<file path="src/rtl/fb_pkg.sv">
// Shared framebuffer constants and the clear-engine state encoding.
package fb_pkg;
    localparam int FB_DEPTH = 384000;
    localparam int ADDR_W = 19;
    localparam int IDX_W = 4;
    localparam logic [IDX_W-1:0] TRANSPARENT_IDX = 4'hF;

    typedef enum logic {IDLE, CLEAR} state_t;
endpackage

</file>
<file path="src/rtl/fb_clear_engine.sv">
// Framebuffer fill sequencer: walks every entry once, stalling whenever scanout owns the RAM.
module fb_clear_engine import fb_pkg::*; #(
    parameter int FB_DEPTH = fb_pkg::FB_DEPTH,
    parameter int ADDR_W   = fb_pkg::ADDR_W
) (
    input  logic              clk,
    input  logic              rst,
    input  logic              clear_start,
    input  logic [IDX_W-1:0]  clear_color,
    input  logic              stall,
    output logic              busy,
    output logic              done,
    output logic [ADDR_W-1:0] counter,
    output logic [IDX_W-1:0]  color
);
    localparam logic [ADDR_W-1:0] LAST = ADDR_W'(FB_DEPTH - 1);

    state_t state;

    always_ff @(posedge clk) begin
        if (rst) begin
            state   <= IDLE;
            busy    <= 1'b0;
            done    <= 1'b0;
            counter <= '0;
            color   <= '0;
        end else begin
            done <= 1'b0;
            case (state)
                IDLE: begin
                    if (clear_start) begin
                        state   <= CLEAR;
                        busy    <= 1'b1;
                        counter <= '0;
                        color   <= clear_color;
                    end
                end
                CLEAR: begin
                    // A stalled cycle writes nothing, so the counter must hold.
                    if (!stall) begin
                        if (counter == LAST) begin
                            state   <= IDLE;
                            busy    <= 1'b0;
                            done    <= 1'b1;
                            counter <= '0;
                        end else begin
                            counter <= counter + 1'b1;
                        end
                    end
                end
            endcase
        end
    end
endmodule

</file>
<file path="src/rtl/fb_arbiter.sv">
// Single-port framebuffer arbiter: scanout read beats clear fill, which beats drawer writes.
module fb_arbiter import fb_pkg::*; #(
    parameter int FB_DEPTH = fb_pkg::FB_DEPTH,
    parameter int ADDR_W   = fb_pkg::ADDR_W
) (
    input  logic              clk,
    input  logic              rst,
    input  logic              vga_req,
    input  logic [ADDR_W-1:0] vga_addr,
    output logic [IDX_W-1:0]  vga_data,
    output logic              vga_valid,
    input  logic              wr_valid,
    output logic              wr_ready,
    input  logic [ADDR_W-1:0] wr_addr,
    input  logic [IDX_W-1:0]  wr_data,
    input  logic              clear_start,
    input  logic [IDX_W-1:0]  clear_color,
    output logic              clear_busy,
    output logic              clear_done,
    output logic [ADDR_W-1:0] ram_addr,
    output logic              ram_we,
    output logic [IDX_W-1:0]  ram_wdata,
    input  logic [IDX_W-1:0]  ram_rdata
);
    logic [ADDR_W-1:0] clr_addr;
    logic [IDX_W-1:0]  clr_color;
    logic              wr_in_range;

    fb_clear_engine #(
        .FB_DEPTH(FB_DEPTH),
        .ADDR_W  (ADDR_W)
    ) u_clear (
        .clk        (clk),
        .rst        (rst),
        .clear_start(clear_start),
        .clear_color(clear_color),
        .stall      (vga_req),
        .busy       (clear_busy),
        .done       (clear_done),
        .counter    (clr_addr),
        .color      (clr_color)
    );

    assign wr_ready    = !rst && !vga_req && !clear_busy;
    assign wr_in_range = ({1'b0, wr_addr} < (ADDR_W + 1)'(FB_DEPTH));
    assign vga_data    = ram_rdata;

    always_comb begin
        ram_addr  = '0;
        ram_we    = 1'b0;
        ram_wdata = '0;
        if (rst) begin
            ram_we = 1'b0;
        end else if (vga_req) begin
            ram_addr = vga_addr;
        end else if (clear_busy) begin
            ram_addr  = clr_addr;
            ram_wdata = clr_color;
            ram_we    = 1'b1;
        end else if (wr_valid) begin
            // Transparent pixels and off-screen addresses are consumed without touching RAM.
            ram_addr  = wr_addr;
            ram_wdata = wr_data;
            ram_we    = (wr_data != TRANSPARENT_IDX) && wr_in_range;
        end
    end

    // Read data returns one cycle after the request; valid tracks that latency.
    always_ff @(posedge clk) begin
        if (rst) vga_valid <= 1'b0;
        else     vga_valid <= vga_req;
    end
endmodule
</file>
<file path="config.mk">
export PLATFORM = sky130hd
export DESIGN_NAME = fb_arbiter
export DESIGN_NICKNAME = d
export VERILOG_FILES = /design/src/rtl/fb_pkg.sv /design/src/rtl/fb_clear_engine.sv /design/src/rtl/fb_arbiter.sv
export SDC_FILE = /design/constraint.sdc
export NUM_CORES = 1
export LEC_CHECK = 0
export CAP_MARGIN = 20
export CORE_MARGIN = 10
export CORE_UTILIZATION = 39
export CTS_BUF_LIST = sky130_fd_sc_hd__clkbuf_4
export DETAILED_ROUTE_END_ITERATION = 10
export GPL_TIMING_DRIVEN = 0
export PLACE_DENSITY = 0.77
export SLEW_MARGIN = 20
export SYNTH_ARGS = -nofsm -noshare
export SYNTH_HDL_FRONTEND = slang
export SYNTH_SLANG_ARGS = --single-unit
</file>
<file path="constraint.sdc">
create_clock -name clk -period 1.9 [get_ports clk]
set_input_delay 0.19 -clock clk [delete_from_list [all_inputs] [get_ports clk]]
set_output_delay 0.19 -clock clk [all_outputs]
set_load 0.02 [all_outputs]
</file>
* After elaboration in Yosys (flattened, before gate mapping)
Cells that the tools add are included.
Operators by class: add/sub/neg operators 1, magnitude comparators 1, eq/ne operators 5, multiplexer cells 25, bitwise logic cells 1, reduce and logical (&&, ||, !) cells 10
Operators by type and width (count):
- $mux W19 | 7
- $pmux W19 S2 | 1
- $add A19 B1 Y19 const B | 1
- $eq A19 B19 Y1 const B | 1
- $lt A19 B19 Y1 const B | 1
- $mux W4 | 4
- $mux W1 | 11
- $ne A2 B2 Y1 const B | 3
- $ne A4 B4 Y1 const B | 1
- $pmux W1 S2 | 2
- $reduce_and A2 Y1 | 2
- $logic_and A1 B1 Y1 | 3
- $logic_not A1 Y1 | 3
- $reduce_and A3 Y1 | 1
- $reduce_or A3 Y1 | 1
- $not A1 Y1 | 1
Storage, ports and cells: bits in registers 27, input bits 55, output and inout port bits 32, logic and storage cells 49

* Depth between registers and ports, before layout
depth after elaboration 6, mapped depth 7, depth with buffers taken out 6

* Cells and area by module
Synthesis repeated with hierarchy kept, for this count alone.
Unflattened totals: cells, all modules 238, area total of the unflattened synthesis 1999.4 um2
By module, submodules not included:
- fb_clear_engine | instances 1, cells an instance 141, area each 1209.9 um2, sequential area each 520.5 um2
- fb_arbiter | instances 1, cells an instance 97, area each 789.5 um2, sequential area each 20.0 um2

* Least setup slack after synthesis
OpenSTA, ideal clock, no wires.
kind reg-to-reg, start point register u_clear.counter[0], end point register u_clear.counter[18], setup time 0.117 ns, arrival 1.719 ns, required time 1.783 ns, path slack 0.064 ns, stages on the path, launching flop included 7, buffers on the path 0, period minus slack after synthesis 1.836 ns, cells stage by stage dfxtp_1 -> ha_1 -> nand3_2 -> nor4_2 -> nand4_1 -> a21o_1 -> a22o_1
On the way: longest elaborated chain between the ends 4, elaborated cells on any way between the ends 5, classes of those cells add/sub: 1; eq/ne: 1; mux: 3
Ends and longest elaborated chain:
- from (decl) | RTL line fb_clear_engine.sv:13 | output logic [ADDR_W-1:0] counter,
- from (signal assigned) | RTL line fb_clear_engine.sv:47 | counter <= counter + 1'b1;
- $add A19 B1 Y19 or $eq A19 B19 Y1 (tied branches) | RTL line fb_clear_engine.sv:47, fb_clear_engine.sv:41
- $mux W19 * | RTL line fb_clear_engine.sv:41 | if (counter == LAST) begin
- $mux W19 * | RTL line fb_clear_engine.sv:40 | if (!stall) begin
- $pmux W19 S2 * | RTL line fb_clear_engine.sv:29 | case (state)
Every way passes the cells marked *; elsewhere a longest branch is shown, timed or not. The select of a mux whose other input is x is not followed. A chain may end at the register's enable or synchronous reset.

* Worst setup path in the final report
start point register u_clear.counter[12], end point register u_clear.counter[18]
Same word-level chain as after synthesis.

==> summary.md <==
| Metric | Value |
|---|---|
| First-pass GRT wire length | `10660 um` |
| F_max | `approximately 540 MHz` |
| Area growth, synth to finish | `51.31%` |
| Final GP Congestion | `0.8348` |
| Hold Buf Count CTS | `0` |
| CTS tree | `yes` |
| Total track usage | `0.1536` |
| Synth Flop Type | `dfxtp_1` |
| Post-DP HPWL | `~5200 um` |
| CTS Buf Count | `3` |
| Register bit total from synthesis | `27` |
| Worst Clk Skew | `0.002295 ns` |
| Final wirelength | `6928 um` |
| Clk_lat worst skew | `approximately 0.34 ns` |
| CP Capture Type | `flip-flop` |
| RSZ-0062 raised after global routing | `yes` |
| Drt pass-1 iters | `4` |
| Fraction of layout instances using a drive strength above 1 | `0.2462` |
| MaxCap Viol Count | `0` |
| Xor/xnor share of the synthesized area | `0.004593` |
| Yosys top cell area share | `0.2835` |
| Total clock sinks | `27` |
| Port Buf Inserts | `82` |
| Async SR Flop Fraction | `0` |
| Mapped Nets | `roughly 300` |
| HP Class | `input pin to flip-flop` |
| Area of the multi-input gates | `1277 sq um` |
| Simple-gate share of the synthesized area | `0.2933` |
| PnR worst setup slack | `0.05056 ns` |
| CP required | `roughly 2.2 ns` |
| Pwr/cell area | `approximately 450 nW/um^2` |
| Mapped Cells | `241` |
| Largest net degree at the start of global routing | `18` |
| Post-synth design cell area | `between 1500 and 2000 sq um` |
| Initial antenna violation count | `0` |
| Die W | `89.93 um` |
| Final Max Slew Viols | `0` |
| Syn Area/Cell | `7.912 sq um` |
| ANT nets after route | `0` |
| Distinct cell type count after synthesis | `51` |
| Area of the core | `4723 sq um` |
| H-tree lvl count | `1` |
| Via count | `2236` |
| Die area | `8087 sq um` |
| CP Data Arrival Time | `2.11 ns` |
| Sequential area share after synthesis | `0.2835` |
| Vert. Die Dim | `89.93 um` |
| Hold Vio Cnt, Final | `0` |
| Filler cells | `422` |
| Post-synth EDFFs | `0` |
| Setup Crit Path Kind | `flip-flop to flip-flop` |
| # DRC | `0` |
| Min Tclk post-route | `1.849 ns` |
| Max Buffers Root-to-Sink | `2` |
| Slew @ Worst Pin | `0.4365 ns` |
| Worst-path fanout max | `6` |
| Register area | `563.0 sq um` |
| I/O Pins | `87` |
| Synth warn | `0` |
| Clock root cell | `clkbuf_4` |
| Final #Nets | `390` |
| Crit path launch type | `flip-flop` |
| Post-synthesis compound-gate area fraction | `0.2999` |
| Core Rows | `25` |
| Mux share of post-synthesis cell area | `0.04199` |
| Synthesized-area fraction occupied by adder cells | `0.006562` |
| Max-slew headroom | `0.7090` |
| Largest family of logic cells by synthesized area | `compound AO/OA/AOI/OAI gates` |
| Period utilisation layout | `0.9734` |
| GRT overflow | `0` |
| Maximum vdd drop | `about 420 uV` |
| Synth area leaders | `dfxtp_1 (28%), a221o_1 (10%), nor2_1 (8.9%)` |
| Starting DRT DRC Count | `around 200` |
| Setup WS pre-CTS | `-0.7777 ns` |
| Leak Pwr | `1.179 nW` |
| Effective utilization at floorplan | `0.4037` |
| Clock Pin Slew Worst Setup and Hold Paths | `0.16 ns` |
| Post-synth top area cell | `dfxtp_1` |
| Vias per cell | `about 5.6` |
| Status | `completed` |
| Vias in the first global route | `2152` |
| Routed length per instance | `17.32 um` |
| Antenna diodes | `0` |
| Setup violators final | `0` |
| Final hold slack | `0.4286 ns` |
==> worst paths after layout <==
check	startpoint	to	slack, ns	depth (start not counted)
worst max-delay path	u_clear.counter[12]$_SDFFE_PP0P_	u_clear.counter[18]$_SDFFE_PP0P_	0.05	5
worst min-delay path	clear_start	u_clear.state$_SDFF_PP0_	0.43	3
worst max register to register	u_clear.counter[12]$_SDFFE_PP0P_	u_clear.counter[18]$_SDFFE_PP0P_	0.05	5
worst min register to register	u_clear.counter[16]$_SDFFE_PP0P_	u_clear.counter[16]$_SDFFE_PP0P_	0.51	1
==> placed cells by master, fill, tap and decap left out, types with 3 or more instances in the layout <==
cell type / count
a21o_1: 3
a21oi_1: 11
a221o_1: 19
a22oi_1: 5
a31oi_1: 7
buf_2: 21
buf_4: 15
buf_6: 3
clkbuf_1: 3
clkbuf_2: 5
clkbuf_4: 4
clkdlybuf4s50_1: 56
dfxtp_1: 13
dfxtp_2: 12
mux2i_1: 8
nand2_1: 11
nand2b_1: 4
nand3_1: 8
nand4_1: 5
nor2_1: 45
nor2b_1: 3
o21ai_0: 21
==> state kept, by name, indices dropped and copies added (netlist names) <==
register,cells
u_clear.busy,1
u_clear.color,4
u_clear.counter,19
u_clear.done,1
u_clear.state,1
vga_valid,1
==> per-stage QoR <==
step           utilization  TNS (ns)  instance area (sq um)  cells  total power [mW]
2_1_floorplan            -         0                   1907    241            0.8136
3_3_place_gp        0.5952    -16.22                   2811    390             1.033
3_5_place_dp        0.5952    -17.09                   2811    390             1.039
4_1_cts             0.6061         0                   2863    395             1.307
5_1_grt             0.6109  -0.04429                   2885    400             1.368
6_report            0.6109         0                   2885    400             1.305
==> synth_stat cells, types with 2 or more instances <==
library cell and number:
nor2b_1 4, a22oi_1 5, nor2_1 45, a21oi_1 11
nand3_1 8, a311oi_1 2, buf_4 5, o21ai_0 23
a31oi_1 7, nor3_1 2, and3_1 2, nor4_1 2
nand2_1 11, mux2i_1 8, or3_1 2, a21o_1 3
a221o_1 19, clkbuf_1 11, nand2b_1 4, buf_1 3
nand4_1 5, dfxtp_1 27, a22o_1 2, or2_2 2
buf_6 2
==> area by class of cell <==
cell class,instances,area share
Buffer,22,0.05854
Clock buffer,3,0.007806
Clock inverter,1,0.003036
Inverter,1,0.001301
Multi-Input combinational cell,190,0.4428
Sequential cell,27,0.1951
Tap cell,67,0.02905
Timing Repair Buffer,89,0.2624
==> per-layer routing <==
| layer | routed length (um) | vias to the layer above | track usage |
|---|---|---|---|
| met1 | 2923 | 1058 | 0.1807 |
| met4 | 47 | 0 | 0.01724 |
| met2 | 3654 | 75 | 0.2851 |
| met5 | 0 | - | 0 |
| li1 | - | 1093 | - |
| met3 | 303 | 10 | 0.03159 |
==> kinds of logic after synthesis <==
logic type | after synthesis
AOI/OAI and AO/OA | 78
buffers and inverters | 25
DFF | 27
and+or+nand+nor | 101
muxes | 8
adders and majority gates | 1
xor gates and xnor gates | 1
==> power by group <==
group	switching (mW)	internal [mW]	leakage, nW	total, mW
Combinational	0.208	0.225	0.934	0.433
Sequential	0.0120	0.576	0.227	0.588
Clock	0.197	0.0864	0.0183	0.283
Total	0.417	0.888	1.18	1.31
==> critical path: stages, from the launching register on <==
cell and delay [ns]:
dfxtp_2 0.44, nand4_2 0.22, nor4_4 0.44, a41oi_4 0.23, a21o_1 0.22, a22o_1 0.21
==> what timing repair did <==
action / 4_1_cts / 5_1_grt
endpoints found under the setup margin: 29 / 29
buffers inserted: 2 / 4
pin swaps: 1 / 7
cloned: 0 / 2
gates resized for setup: 109 / 36
Power figures use the tool's default switching activity.
